$ cat src/rtl/scan_sequencer_4bit.sv
// 4-bit select-code sequencer for the 4x16 line decoder: prescaled up/down scan, single sweep or hold.
// Optional SCAN_SKIP_MASK_EN adds i_skip_mask to exclude positions from the scan.
module scan_sequencer_4bit #(
   parameter int unsigned PRESCALE = 4
) (
   input  logic        i_clk,
   input  logic        i_rst,
   input  logic        i_start,
   input  logic        i_single,
   input  logic        i_stop,
   input  logic        i_dir,
   input  logic        i_load,
   input  logic [3:0]  i_load_val,
`ifdef SCAN_SKIP_MASK_EN
   input  logic [15:0] i_skip_mask,
`endif
   output logic [3:0]  o_sel,
   output logic        o_busy,
   output logic        o_wrap,
   output logic        o_done
);

   typedef enum logic [1:0] {
      IDLE  = 2'd0,
      RUN   = 2'd1,
      SWEEP = 2'd2
   } state_t;

   localparam logic [7:0] CNT_LAST = 8'(PRESCALE - 1);

   state_t     r_state;
   logic [7:0] r_cnt;
   logic [3:0] r_sel;
   logic       r_busy;
   logic       r_wrap;
   logic       r_done;

   logic [3:0] w_next;
   logic       w_cross;
   logic       w_valid;
   logic       w_step_due;

   assign w_step_due = (r_cnt == CNT_LAST);

`ifdef SCAN_SKIP_MASK_EN
   logic [5:0] w_sum;

   // Search up to a full lap for the next unmasked position; landing back on
   // the current position after a lap still counts as crossing the boundary.
   always_comb begin
      w_next  = r_sel;
      w_cross = 1'b0;
      w_valid = 1'b0;
      w_sum   = '0;
      for (int unsigned k = 1; k <= 16; k++) begin
         if (!w_valid) begin
            if (!i_dir)
               w_sum = 6'(r_sel) + 6'(k);
            else
               w_sum = 6'(r_sel) + 6'd16 - 6'(k);
            if (!i_skip_mask[w_sum[3:0]]) begin
               w_valid = 1'b1;
               w_next  = w_sum[3:0];
               w_cross = i_dir ? (6'(k) > 6'(r_sel)) : (w_sum > 6'd15);
            end
         end
      end
   end
`else
   always_comb begin
      w_valid = 1'b1;
      w_next  = i_dir ? (r_sel - 4'd1) : (r_sel + 4'd1);
      w_cross = i_dir ? (r_sel == 4'd0) : (r_sel == 4'd15);
   end
`endif

   always_ff @(posedge i_clk) begin
      if (i_rst) begin
         r_state <= IDLE;
         r_cnt   <= '0;
         r_sel   <= '0;
         r_busy  <= 1'b0;
         r_wrap  <= 1'b0;
         r_done  <= 1'b0;
      end else begin
         r_wrap <= 1'b0;
         r_done <= 1'b0;
         if (i_load) begin
            r_sel <= i_load_val;
            r_cnt <= '0;
            if (i_stop) begin
               r_state <= IDLE;
               r_busy  <= 1'b0;
            end
         end else if (i_stop) begin
            r_state <= IDLE;
            r_busy  <= 1'b0;
            r_cnt   <= '0;
         end else begin
            case (r_state)
               IDLE: begin
                  r_cnt <= '0;
                  if (i_start) begin
                     r_state <= RUN;
                     r_busy  <= 1'b1;
                  end else if (i_single) begin
                     r_state <= SWEEP;
                     r_busy  <= 1'b1;
                  end
               end
               RUN, SWEEP: begin
                  if (w_step_due) begin
                     r_cnt <= '0;
                     if (w_valid) begin
                        r_sel  <= w_next;
                        r_wrap <= w_cross;
                        if (r_state == SWEEP && w_cross) begin
                           r_state <= IDLE;
                           r_busy  <= 1'b0;
                           r_done  <= 1'b1;
                        end
                     end
                  end else begin
                     r_cnt <= r_cnt + 8'd1;
                  end
               end
               default: begin
                  r_state <= IDLE;
                  r_busy  <= 1'b0;
                  r_cnt   <= '0;
               end
            endcase
         end
      end
   end

   assign o_sel  = r_sel;
   assign o_busy = r_busy;
   assign o_wrap = r_wrap;
   assign o_done = r_done;

endmodule
$ cat config.mk
export PLATFORM = sky130hd
export DESIGN_NAME = scan_sequencer_4bit
export DESIGN_NICKNAME = d
export VERILOG_FILES = /design/src/rtl/scan_sequencer_4bit.sv
export SDC_FILE = /design/constraint.sdc
export NUM_CORES = 1
export LEC_CHECK = 0
export ABC_AREA = 1
export CORE_UTILIZATION = 40
export CTS_CLUSTER_DIAMETER = 150
export CTS_CLUSTER_SIZE = 10
export DETAILED_ROUTE_END_ITERATION = 12
export DONT_BUFFER_PORTS = 1
export GPL_TIMING_DRIVEN = 0
export SLEW_MARGIN = 20
export SYNTH_ARGS = -nofsm -noshare
export SYNTH_HDL_FRONTEND = slang
export SYNTH_SLANG_ARGS = --single-unit
$ cat constraint.sdc
create_clock -name i_clk -period 2.77 [get_ports i_clk]
set_clock_uncertainty 0.05 [all_clocks]
set_input_delay 0.4155 -clock i_clk [delete_from_list [all_inputs] [get_ports i_clk]]
set_output_delay 0.4155 -clock i_clk [all_outputs]
set_load 0.005 [all_outputs]
# Word level (Yosys, flattened, before mapping)
# Index checks and enable logic that the tools add are counted.
[word_totals]
reg_bits = 17
output_inout_bits = 7
word_cells = 53
in_bits = 11
[op_classes]
n_mux = 23
n_bitwise = 2
addsub = 3
n_eq_ne = 9
reduce_logical = 10
[ops]
columns = ["operator", "count"]
rows = [
  ["$mux W4", 5],
  ["$mux W2", 7],
  ["$reduce_or A5 Y1", 2],
  ["$mux W1", 9],
  ["$add A8 B1 Y8 const B", 1],
  ["$eq A8 B2 Y1 const B", 1],
  ["$ne A3 B3 Y1 const B", 2],
  ["$add A4 B1 Y4 const B", 1],
  ["$eq A4 B4 Y1 const B", 1],
  ["$logic_not A4 Y1", 1],
  ["$ne A4 B4 Y1 const B", 1],
  ["$pmux W2 S2", 1],
  ["$reduce_and A4 Y1", 1],
  ["$reduce_bool A2 Y1", 2],
  ["$sub A4 B1 Y4 const B", 1],
  ["$reduce_and A3 Y1", 1],
  ["$eq A2 B1 Y1 const B", 1],
  ["$eq A2 B2 Y1 const B", 1],
  ["$logic_not A2 Y1", 1],
  ["$ne A2 B1 Y1 const B", 1],
  ["$ne A2 B2 Y1 const B", 1],
  ["$not A1 Y1", 2],
  ["$pmux W1 S2", 1],
  ["$reduce_or A2 Y1", 1],
  ["$logic_and A1 B1 Y1", 1],
]

# Logic depth before layout (Yosys ltp)
# Gate-level depths: netlist of the first run.
[logic_depth]
ltp_word = 8
depth_mapped = 10
ltp_nobuf = 10

# Worst setup path after synthesis of the first run
# No wires, ideal clock.
[synth_path]
path_kind = "reg-to-reg"
startpoint = "reg r_state[1]"
endpoint = "reg r_cnt[7]"
synth_period_minus_slack_ns = 1.475
setup_slack_ns = 1.295
required_time_ns = 2.647
n_path_buf = 1
setup_time_ns = 0.073
arrival_ns = 1.352
stages_incl_launch_ff = 9
cell_sequence = "dfxtp_1 -> inv_1 -> ha_1 -> inv_1 -> nor2_4 -> nand3_2 -> or2_1 -> buf_6 -> nor3_4"
[synth_between]
elab_chain_len = 4
elab_cells_between_ends = 5
classes_between = "eq/ne (2); bitwise (1); reduce/logical (2)"
[synth_lines]
columns = ["item", "line", "text"]
rows = [
  ["start, declared", "31", "state_t r_state;"],
  ["start signal, assigned", "79", "r_state <= IDLE;"],
  ["start signal, assigned", "92", "r_state <= IDLE;"],
  ["start signal, assigned", "96", "r_state <= IDLE;"],
  ["$eq A2 B2 Y1 / $eq A2 B1 Y1 (equally long branches)", "100", "case (r_state)"],
  ["$reduce_or A2 Y1 *", "100", ""],
  ["$not A1 Y1 (no line) *", "--", ""],
  ["$reduce_or A5 Y1 (no line) *", "--", ""],
  ["end signal, assigned", "124", "r_cnt <= r_cnt + 8'd1;"],
  ["end, declared", "32", "logic [7:0] r_cnt;"],
]
# Every way passes the cells marked *; elsewhere a longest branch is shown, timed or not.
# A chain may end at the register's enable or synchronous reset.

# Final worst setup path of the first run
# Ends and elaborated chain as after synthesis.

==> run summary, run 1 <==
The run finished with clean final reports. From bottom edge to top edge, the die measures 51.1 µm. After floorplanning, the core was divided into 17 placement rows.

The run gives 251 as the number of fill cells. The most frequently used cell type in the post-synthesis netlist was sky130_fd_sc_hd__nand2_1. Across the run, the number of max-cap violations was 0. The run gives 82.6% as the relative slew slack. The worst path buffer plus inverter count came out at 3. Across every metal layer, demand over resource in global routing totals 14.9%. The number of H-tree branching levels was 1; the die footprint was 2610 µm². The number of remaining DRC errors came out at 0. For the highest ir drop seen on vdd, the log shows 0.322 mV.

The tools report the maximum clock frequency as 633 MHz. The area overhead of the layout relative to synthesis works out to 6.35%. During synthesis, Yosys emitted a total of 0 warnings. Synthesis instantiated 26 different standard cells from the library. At the end of the flow, the number of nets in the layout was 153. The core region is 2230 µm².

By area the synthesized netlist is led by sky130_fd_sc_hd__dfxtp_1 (35%), sky130_fd_sc_hd__nand2_1 (8.9%), sky130_fd_sc_hd__nor2_1 (7.4%). For the final routed database, the setup TNS stands at 0 ns. The pin count of the biggest net entering global routing came out at 10.

The global-route wire length before repair was 2.93 mm. Delay of the slowest cell on the worst path: 0.37 ns. The largest total area in the synthesized netlist belongs to sky130_fd_sc_hd__dfxtp_1.

The clock drives 17 sinks. The synthesis-stage register bit count was 17; the final clock period utilization by the worst path was 57.0%. The proportion of register bits with asynchronous set or reset after synthesis works out to 0%. The tools report the remaining global-route overflow as 0. Cell class contributing the biggest share of worst-path delay: simple AND/OR/NAND/NOR gates. Counting instances in the post-synthesis netlist gives the leading cell types as sky130_fd_sc_hd__nand2_1 (23), sky130_fd_sc_hd__nor2_1 (19), sky130_fd_sc_hd__dfxtp_1 (17), sky130_fd_sc_hd__inv_1 (16), sky130_fd_sc_hd__a21oi_1 (12).

Via count of the first global-routing pass: 744. After synthesis, the largest area contributor takes up 35.3% of total cell area. For this run, the share of the core covered by cells in the final layout is 45.9%. In this run, post-CTS repair resized a total of 0 instances. Final period demand of the worst path: 1.58 ns. The repair_antennas step left the layout with diodes totalling 0. Setup repair after global routing left no endpoint under its margin. In this run the horizontal extent of the chip is 51.1 µm. For this design the static power due to leakage is 0.428 nW. The routed design has 1.68 mm of wire. The kind of launch point of the worst setup path is a register.

In this run the worst path has a maximum fanout of 8. After detailed placement, the total cell area comes to 1000 µm². In this run the deepest clock path goes through 2 buffers.

The standard cell with the maximum stage delay on the critical path was sky130_fd_sc_hd__dfxtp_1. Clock slew seen by the registers of the worst setup and hold paths: 0.10 ns. The DRC marker count from the first detailed-route iteration is 11, and the clock latency reported for the late side of the worst-skew pair is 0.28 ns. The number of cells produced by synthesis came out at 131. Detailed placement finished with a half-perimeter wire length of 1.35 mm. Summing all non-filler instances in the final layout gives an area of 1030 µm².

The final max-slew violation count came out at 0. Setup violations remaining at the end of the flow were counted as 0. The actual slew at the worst max-slew pin was 0.259 ns. The vias per cell is 4.90, and the initial cell density of the core is 43.2%.

The mean routed wirelength per cell was 10.3 µm. The routability-driven placement congestion ratio came out at 0.750. The run gives 799 as the total via count in the routed design. By instance count, the cell type seen most on the critical path is sky130_fd_sc_hd__inv_1. The number of buffers inserted for hold repair after clock tree synthesis was 0; the power density relative to cell area was 432 nW/µm². The signal on the critical path passes through inv_1 > ha_1 > inv_1 > nor2_4 > nand3_2 > or2_1 > buf_6 > nor3_4.

The number of ports placed on the die boundary came out at 18. The category of the most critical setup path is register to register. The post-CTS setup buffer count is 0, and the area of the mapped netlist is 965 µm².

The min-delay analysis places its worst path in the category input pin to register. The count of flip-flops with a built-in enable after synthesis was 0. Dominant synthesized flop cell: sky130_fd_sc_hd__dfxtp_1. The final hold violation count is 0, and the CTS buffer count is 3. The tree is rooted in a sky130_fd_sc_hd__clkbuf_4. After synthesis, the mean cell area works out to 7.36 µm². The worst path arrival time came out at 1.75 ns. TritonCTS built the clock tree. The first detailed-routing pass took 4 iterations. The number of antenna violations at the first check in global routing was 0.

The type of destination of the critical path was a register. Quantity of I/O buffers inserted on ports: 0. The tools report the count of antenna-violating nets left after detailed routing as 0.

Share of synthesized area occupied by flip-flops and latches: 35.3%. Data on the critical path is required at its endpoint by 2.94 ns. The number of nets handed over by synthesis was 148. The fraction of final layout cells with drive strength greater than 1 came out at 11.1%.
## flip-flops by register name, summed over array words and instances, names as in the netlist
name,cells
r_cnt,8
o_sel,4
r_state,2
o_busy,1
o_done,1
o_wrap,1
## per-stage QoR
step,std cells,hold WS (ns),total power [W],worst slack (ns)
global route,163,0.104,0.000479,1.09
floorplan,131,0.368,0.000308,1.29
finish,163,0.132,0.000443,1.19
CTS,163,0.124,0.000451,1.18
detailed placement,159,0.392,0.000319,1.21
global placement,159,0.385,0.000317,1.23
## routing by layer
metal  part of all wire [%]  vias up  track usage [%]
li1                       -      435                -
met1                     51      350             18.4
met2                     45       14             24.6
met3                    4.1        0             5.95
met4                      0        0             2.78
met5                      0        -                0
## power breakdown
group	total, W	switching [W]	internal, W
clock	0.000130	0.0000746	0.0000559
sequential	0.000259	0.00000883	0.000251
combinational	0.0000531	0.0000310	0.0000221
total	0.000443	0.000114	0.000329
## cells in the final DEF (no fill, tap or decap)
cell and count:
sky130_fd_sc_hd__fa_1 1, sky130_fd_sc_hd__clkbuf_4 3, sky130_fd_sc_hd__nor3_2 2, sky130_fd_sc_hd__nor3_1 4, sky130_fd_sc_hd__inv_4 1, sky130_fd_sc_hd__o21ai_0 3
sky130_fd_sc_hd__inv_1 16, sky130_fd_sc_hd__and3_1 2, sky130_fd_sc_hd__nor2_2 1, sky130_fd_sc_hd__a21oi_1 12, sky130_fd_sc_hd__and3b_1 1, sky130_fd_sc_hd__nor3_4 1
sky130_fd_sc_hd__ha_1 5, sky130_fd_sc_hd__nand2_2 1, sky130_fd_sc_hd__nor4_1 2, sky130_fd_sc_hd__nor2_1 19, sky130_fd_sc_hd__dfxtp_1 17, sky130_fd_sc_hd__or2_1 1
sky130_fd_sc_hd__or2_2 1, sky130_fd_sc_hd__nor2_4 1, sky130_fd_sc_hd__o211ai_1 1, sky130_fd_sc_hd__clkbuf_1 1, sky130_fd_sc_hd__buf_6 2, sky130_fd_sc_hd__nand2_1 23
sky130_fd_sc_hd__nand3_1 11, sky130_fd_sc_hd__nor3b_2 1, sky130_fd_sc_hd__xor2_1 1, sky130_fd_sc_hd__nand3_2 1
## path summary, 6_finish.rpt
path                                  from        to  slack (ns)  cells after the start
worst max-delay path            r_state[1]  r_cnt[7]        1.19                      8
worst min-delay path                 i_rst  o_sel[3]        0.13                      1
worst max register to register  r_state[1]  r_cnt[7]        1.19                      8
worst min register to register    r_cnt[0]  r_cnt[0]        0.41                      1
## layout make-up
type	count	area [µm²]	area share, %
multi-input combinational	95	536	52.2
tap	28	35.0	3.41
inverter	17	66.3	6.46
clock buffer	4	26.3	2.56
buffer	2	22.5	2.20
sequential	17	340	33.2
## kinds of logic after synthesis
kind of cell             count (synthesis)  synth area share (%)
AND/OR/NAND/NOR                         72                  37.5
buffers and inverters                   19                  9.21
flip-flops                              17                  35.3
AO/OA/AOI/OAI                           16                  8.56
adder cells (fa/ha/maj)                  6                  8.56
XOR/XNOR                                 1                 0.908
No activity file was read; power rests on OpenSTA's default activity.
==> run 2, diff against run 1 <==
==> constraint.sdc (replaced) <==
create_clock -name i_clk -period 1.6 [get_ports i_clk]
set_clock_uncertainty 0.05 [all_clocks]
set_input_delay 0.24 -clock i_clk [delete_from_list [all_inputs] [get_ports i_clk]]
set_output_delay 0.24 -clock i_clk [all_outputs]
set_load 0.005 [all_outputs]
==> run 2 against run 1 <==
  * Critical path depth did not move
  * Combinational power increased by 85%
  * Sequential share of layout area shrank 0.39 points
  * Design area grew 2.7%
==> run summary, run 2 (synthesis gave the netlist of run 1 again) <==
The run finished with clean final reports. The tools report the number of sinks driven by the clock tree as 17 (unchanged). For the detailed placer's ending HPWL, the log shows 1.35 mm (unchanged). The register containing the most flip-flops in the final layout was r_cnt (unchanged). The worst-case clock buffer depth is 2 (unchanged). Most common library cell in the layout ignoring fill and taps: sky130_fd_sc_hd__nand2_1 (unchanged). Via count of the first global-routing pass: 750 (was 744).

Setup repair after global routing could not meet its margin everywhere. TritonCTS built the clock tree. The logs give 154 (was 153) for the final net count and 47.2% (was 45.9%) for the final core utilization. The worst flop-to-flop path endpoint was r_cnt[4] (was r_cnt[7]). The highest ir drop seen on vdd came out at 0.637 mV (was 0.322 mV). The clock latency reported for the late side of the worst-skew pair came out at 0.28 ns (about the same). The class of the tightest hold or removal check was input pin to register (unchanged).

The mean routed wirelength per cell is 10.3 µm (about the same). The tools report the total via count in the routed design as 806 (was 799). The delay of the slowest cell on the worst path was 0.36 ns (was 0.37 ns); the count of antenna-violating nets left after detailed routing was 0 (unchanged). The cell row count was 17 (unchanged); the final hold violation count was 0 (unchanged). The required time of the critical path was 1.77 ns (was 2.94 ns). Top library cells by usage in the layout, fill and taps aside: sky130_fd_sc_hd__nand2_1 (23), sky130_fd_sc_hd__nor2_1 (19), sky130_fd_sc_hd__inv_1 (13), sky130_fd_sc_hd__dfxtp_1 (13), sky130_fd_sc_hd__a21oi_1 (12) (was sky130_fd_sc_hd__nand2_1 (23), sky130_fd_sc_hd__nor2_1 (19), sky130_fd_sc_hd__dfxtp_1 (17), sky130_fd_sc_hd__inv_1 (16), sky130_fd_sc_hd__a21oi_1 (12)). The worst path arrival time was 1.69 ns (was 1.75 ns); the die footprint was 2610 µm² (unchanged). The tools report the type of destination of the critical path as a register (unchanged).

The number of remaining DRC errors was 0 (unchanged). The run gives 0 (unchanged) as the max-cap check violation count. The run gives 0.432 nW (was 0.428 nW) as the leakage power of the design.

Category of the most critical setup path: register to register (unchanged). The total design power was 0.000773 W (was 0.000443 W). The final period demand of the worst path came out at 1.53 ns (was 1.58 ns). The start point of the critical path was r_state[1] (unchanged). The chip width is 51.1 µm (unchanged).

The logs give 0.750 (unchanged) for the routability-driven placement congestion ratio and 0 (unchanged) for the number of endpoints failing setup at the final stage. The area overhead of the layout relative to synthesis is 9.21% (was 6.35%). For the core box area, the log shows 2230 µm² (unchanged). The maximum clock frequency is 655 MHz (was 633 MHz). The global-route wire length before repair was 2.95 mm (was 2.93 mm); the maximum fanout along the worst path was 8 (unchanged). List of cells traversed by the critical path: inv_2 > ha_4 > inv_2 > nor2_4 > nand3_2 > or2_1 > buf_6 > nor3b_2 (was inv_1 > ha_1 > inv_1 > nor2_4 > nand3_2 > or2_1 > buf_6 > nor3_4). The run gives 82.4% (was 82.6%) as the relative slew slack. The worst hold margin is 0.0645 ns (was 0.132 ns), and the die height is 51.1 µm (unchanged).

The first-pass iteration count of the detailed router was 4 (unchanged). The tools report the final max-slew violation count as 0 (unchanged). The cell type with the highest occurrence count on the critical path was sky130_fd_sc_hd__inv_2 (was sky130_fd_sc_hd__inv_1). The quantity of I/O buffers inserted on ports is 0 (unchanged), and the post-CTS setup buffer count is 0 (unchanged). The run gives 0 (unchanged) as the count of antenna diodes in the layout.

The clock slew seen by the registers of the worst setup and hold paths was 0.10 ns (about the same). For the pin count of the biggest net entering global routing, the log shows 10 (unchanged). The actual slew at the worst max-slew pin works out to 0.262 ns (was 0.259 ns).

The number of antenna violations at the first check in global routing came out at 0 (unchanged). The total detailed-routing wirelength was 1.69 mm (was 1.68 mm); the final clock period utilization by the worst path was 95.4% (was 57.0%). The reg2reg setup slack was 0.07 ns (was 1.19 ns); the remaining global-route overflow was 0 (unchanged). The number of flip-flops under the largest register name was 8 (unchanged). Number of H-tree branching levels: 1 (unchanged). The fraction of final layout cells with drive strength greater than 1 is 16.9% (was 11.1%), and the CTS buffer count is 3 (unchanged). The origin of the critical flop-to-flop path was r_state[1] (unchanged). The clock tree root driver cell is sky130_fd_sc_hd__clkbuf_4 (unchanged). The vias per cell was 4.91 (was 4.90).

The overall global routing resource usage was 15.1% (was 14.9%). For the DRC marker count from the first detailed-route iteration, the log shows 11 (unchanged). The kind of launch point of the worst setup path is a register (unchanged). The run gives 43.2% (unchanged) as the initial cell density of the core. The hold path startpoint was i_stop (was i_rst). Standard cell with the maximum stage delay on the critical path: sky130_fd_sc_hd__dfxtp_2 (was sky130_fd_sc_hd__dfxtp_1).

The number of ports placed on the die boundary was 18 (unchanged); the length in cells of the worst reg-to-reg path was 8 (unchanged). Power density relative to cell area: 734 nW/µm² (was 432 nW/µm²). The end point of the critical path was r_cnt[4] (was r_cnt[7]).
==> run 2: cell count changes in the layout (fill, tap and decap cells not counted) <==
cell and change:
sky130_fd_sc_hd__ha_4 +1, sky130_fd_sc_hd__dfxtp_1 -4, sky130_fd_sc_hd__inv_2 +3, sky130_fd_sc_hd__inv_1 -3, sky130_fd_sc_hd__dlygate4sd3_1 +1, sky130_fd_sc_hd__ha_1 -1, sky130_fd_sc_hd__dfxtp_2 +4
==> run 2: critical path: cells and delay by family, from the launching register on <==
| family | cells | cell delay, ns |
|---|---|---|
| buffers and inverters | 3 | 0.22 |
| adder cells (fa/ha/maj) | 1 | 0.25 |
| flip-flops | 1 | 0.36 |
| AND/OR/NAND/NOR | 4 | 0.57 |
==> run 2: worst min path at each step <==
stage	end	depth (start not counted)
after floorplan	o_busy	1
after global placement	o_sel[3]	1
after detailed placement	o_sel[3]	1
after CTS	o_done	3
after global routing	o_done	3
final	o_done	3
==> run 2: final cells by class <==
type                            instances  area, µm²
Buffer                                  2       22.5
Fill cell                             252       1180
Inverter                               17       66.3
Clock buffer                            4       26.3
Tap cell                               28       35.0
Sequential cell                        17        345
Timing Repair Buffer                    1       10.0
Multi-Input combinational cell         95        548
==> run 2: power by group <==
part,internal [W],switching [W]
logic,0.0000420,0.0000562
clock network,0.0000967,0.000128
registers,0.000435,0.0000155
total,0.000574,0.000199
==> run 2: layer usage <==
layer  share of wire (%)  track usage (%)
met3                 4.0             5.95
met4                   0             2.78
met2                  45             25.0
met1                  51             18.4
met5                   0                0
==> run 2: repair_timing <==
item / in CTS / in global routing
resized for setup: 0 / 8
hold buffers: 1 / 0
endpoints found under the hold margin: 4 / 0
setup endpoints to repair: 0 / 8
==> run 2: stage by stage <==
step	std cells	setup TNS, ns	cell area [µm²]	setup WS, ns
after floorplan	131	0	965	0.125
after global placement	159	0	1000	0.0635
after detailed placement	159	0	1000	0.0395
after CTS	164	0	1040	0.0104
after global routing	164	-0.0259	1050	-0.0259
final	164	0	1050	0.0738
==> run 3, diff against run 2 <==
--- a/config.mk
+++ b/config.mk
@@ -6,13 +6,18 @@
 export NUM_CORES = 1
 export LEC_CHECK = 0
 export ABC_AREA = 1
+export CAP_MARGIN = 15
+export CELL_PAD_IN_SITES_DETAIL_PLACEMENT = 0
+export CELL_PAD_IN_SITES_GLOBAL_PLACEMENT = 1
 export CORE_UTILIZATION = 40
 export CTS_CLUSTER_DIAMETER = 150
 export CTS_CLUSTER_SIZE = 10
 export DETAILED_ROUTE_END_ITERATION = 12
 export DONT_BUFFER_PORTS = 1
 export GPL_TIMING_DRIVEN = 0
+export PLACE_DENSITY_LB_ADDON = 0.1
 export SLEW_MARGIN = 20
 export SYNTH_ARGS = -nofsm -noshare
 export SYNTH_HDL_FRONTEND = slang
 export SYNTH_SLANG_ARGS = --single-unit
+export TNS_END_PERCENT = 100
==> run 3 against run 2 <==
  * Sequential cell count unchanged
  * Largest cell class unchanged
  * Register-to-register slack lost 0.04 ns
  * Sequential share of layout area down 0.31 points
==> run summary, run 3 (synthesis gave the netlist of run 1 again) <==
The run finished with clean final reports. Area after detailed placement: 1000 µm² (unchanged). The fraction of final layout cells with drive strength greater than 1 is 19.9% (was 16.9%). The portion of total power attributed to combinational logic came out at 12.8% (was 12.7%). The relative slew slack was 83.4% (was 82.4%); the chip width was 51.1 µm (unchanged). The quantity of I/O buffers inserted on ports was 0 (unchanged). Top library cells by usage in the layout, fill and taps aside: sky130_fd_sc_hd__nand2_1 (21), sky130_fd_sc_hd__nor2_1 (19), sky130_fd_sc_hd__inv_1 (13), sky130_fd_sc_hd__a21oi_1 (12), sky130_fd_sc_hd__dfxtp_1 (12) (was sky130_fd_sc_hd__nand2_1 (23), sky130_fd_sc_hd__nor2_1 (19), sky130_fd_sc_hd__inv_1 (13), sky130_fd_sc_hd__dfxtp_1 (13), sky130_fd_sc_hd__a21oi_1 (12)).

The logs give 2610 µm² (unchanged) for the die footprint and 10 (unchanged) for the pin count of the biggest net entering global routing. For the via count of the first global-routing pass, the log shows 770 (was 750). Category of the most critical setup path: register to register (unchanged). Most common library cell in the layout ignoring fill and taps: sky130_fd_sc_hd__nand2_1 (unchanged). The total via count in the routed design came out at 819 (was 806). The actual slew at the worst max-slew pin is 0.246 ns (was 0.262 ns).

The number of flip-flops under the largest register name was 8 (unchanged); the area overhead of the layout relative to synthesis was 10.6% (was 9.21%). The final net count was 154 (unchanged). The first-pass iteration count of the detailed router came out at 6 (was 4). For the net switching component of the power, the log shows 0.000215 W (was 0.000199 W).

The clock tree root driver cell is sky130_fd_sc_hd__clkbuf_4 (unchanged). The final period demand of the worst path works out to 1.56 ns (was 1.53 ns). The internal power is 0.000575 W (was 0.000574 W).

The core box area came out at 2230 µm² (unchanged). Proportion of total power due to net switching: 27.2% (was 25.8%). The logs give 0 (unchanged) for the remaining global-route overflow and 0 (unchanged) for the max-cap check violation count. The total detailed-routing wirelength was 1.93 mm (was 1.69 mm). The register containing the most flip-flops in the final layout was r_cnt (unchanged).

The logs give 0 (unchanged) for the final hold violation count and 0.29 ns (was 0.28 ns) for the clock latency reported for the late side of the worst-skew pair. The highest ir drop seen on vdd came out at 0.357 mV (was 0.637 mV). The worst hold margin is 0.0739 ns (was 0.0645 ns).

The area of all placed cells without fillers is 1070 µm² (was 1050 µm²). The tools report the required time of the critical path as 1.78 ns (was 1.77 ns). TritonCTS built the clock tree. For the clock power share, the log shows 30.0% (was 29.0%). The mean routed wirelength per cell is 11.8 µm (was 10.3 µm). The global-route wire length before repair was 3.29 mm (was 2.95 mm); the count of antenna diodes in the layout was 0 (unchanged). The maximum clock frequency is 639 MHz (was 655 MHz). For the number of antenna violations at the first check in global routing, the log shows 0 (unchanged). Overall global routing resource usage: 17.0% (was 15.1%).

The leakage power of the design is 0.431 nW (was 0.432 nW). The kind of launch point of the worst setup path was a register (unchanged). DRC marker count from the first detailed-route iteration: 15 (was 11). The die height came out at 51.1 µm (unchanged). The count of antenna-violating nets left after detailed routing is 0 (unchanged), and the detailed placer's ending HPWL is 1.48 mm (was 1.35 mm). The logs give 0.0356 ns (was 0.0738 ns) for the final worst-path setup slack and 1.75 ns (was 1.69 ns) for the worst path arrival time. The clock slew seen by the registers of the worst setup and hold paths was 0.11 ns (was 0.10 ns); the maximum fanout along the worst path was 8 (unchanged).

Portion of total power attributed to sequential cells: 57.2% (was 58.3%). The logs give 0 (unchanged) for the number of remaining DRC errors and 245 (was 252) for the number of fill cells. The initial cell density of the core was 43.2% (unchanged); the final clock period utilization by the worst path was 97.8% (was 95.4%). Pre-CTS setup slack: 0.0162 ns (was 0.0395 ns).

The number of endpoints failing setup at the final stage came out at 0 (unchanged). Worst-case clock buffer depth: 2 (unchanged). For the routability-driven placement congestion ratio, the log shows 0.768 (was 0.750). Power density relative to cell area: 740 nW/µm² (was 734 nW/µm²).

The run gives 0 (unchanged) as the final max-slew violation count. The logs give 18 (unchanged) for the number of ports placed on the die boundary and 0 (unchanged) for the post-CTS setup buffer count. The tools report the type of destination of the critical path as a register (unchanged). The vias per cell came out at 4.99 (was 4.91). The tools report the number of H-tree branching levels as 1 (unchanged). The class of the tightest hold or removal check is input pin to register (unchanged). The run gives 17 (unchanged) as the cell row count. The setup total negative slack came out at 0 ns (unchanged). The run gives 3 (unchanged) as the CTS buffer count. Setup repair after global routing could not meet its margin everywhere. Number of sinks driven by the clock tree: 17 (unchanged).
-- run 3: worst paths after layout --
| kind | start | end | slack, ns | depth (start not counted) |
|---|---|---|---|---|
| setup / recovery | r_state[1] | r_cnt[4] | 0.04 | 8 |
| hold / removal | i_stop | o_done | 0.07 | 3 |
| setup reg to reg | r_state[1] | r_cnt[4] | 0.04 | 8 |
| hold reg to reg | r_cnt[0] | r_cnt[0] | 0.39 | 1 |
-- run 3: area by class of cell --
cell class              instances  area (µm²)  area share [%]
repair buffers                  1        10.0           0.938
multi-input cells              95         561            52.5
well taps                      28        35.0            3.28
plain buffers                   2        22.5            2.11
inverters                      17        66.3            6.21
clock buffers                   4        26.3            2.46
flip-flops and latches         17         347            32.5
-- run 3: repair_timing --
| item | in CTS | in global routing |
|---|---|---|
| hold endpoints to repair | 4 | 0 |
| endpoints found under the setup margin | 0 | 12 |
| hold buffers | 1 | 0 |
| gates resized for setup | 0 | 13 |
-- run 3: routing by layer --
layer / GRT usage [%] / vias to the layer above / wire (µm)
met4: 6.94 / 0 / 17
li1: - / 437 / -
met1: 19.7 / 368 / 911
met5: 0 / - / 0
met3: 2.98 / 2 / 69
met2: 30.3 / 12 / 929
-- run 3: worst max-delay path, stage by stage (launching register included) --
cell and delay (ns):
sky130_fd_sc_hd__dfxtp_2 0.36, sky130_fd_sc_hd__inv_2 0.05, sky130_fd_sc_hd__ha_4 0.25, sky130_fd_sc_hd__inv_2 0.03
sky130_fd_sc_hd__nor2_4 0.13, sky130_fd_sc_hd__nand3_2 0.09, sky130_fd_sc_hd__or2_1 0.22, sky130_fd_sc_hd__buf_6 0.15
sky130_fd_sc_hd__nor3b_2 0.17
-- run 3: through the flow --
step	utilization, %	power, W	instances
after floorplan	-	0.000534	131
after CTS	46.4	0.000795	164
final	47.8	0.000790	164
after global placement	44.8	0.000551	159
after global routing	47.8	0.000837	164
after detailed placement	44.8	0.000555	159
-- run 3: power by group through the flow --
stage	registers, W	clock network (W)	logic, W
6_report	0.000451	0.000237	0.000101
3_5_place_dp	0.000460	0	0.0000942
4_1_cts	0.000451	0.000246	0.0000983
2_1_floorplan	0.000455	0	0.0000791
3_3_place_gp	0.000460	0	0.0000914
5_1_grt	0.000454	0.000261	0.000122
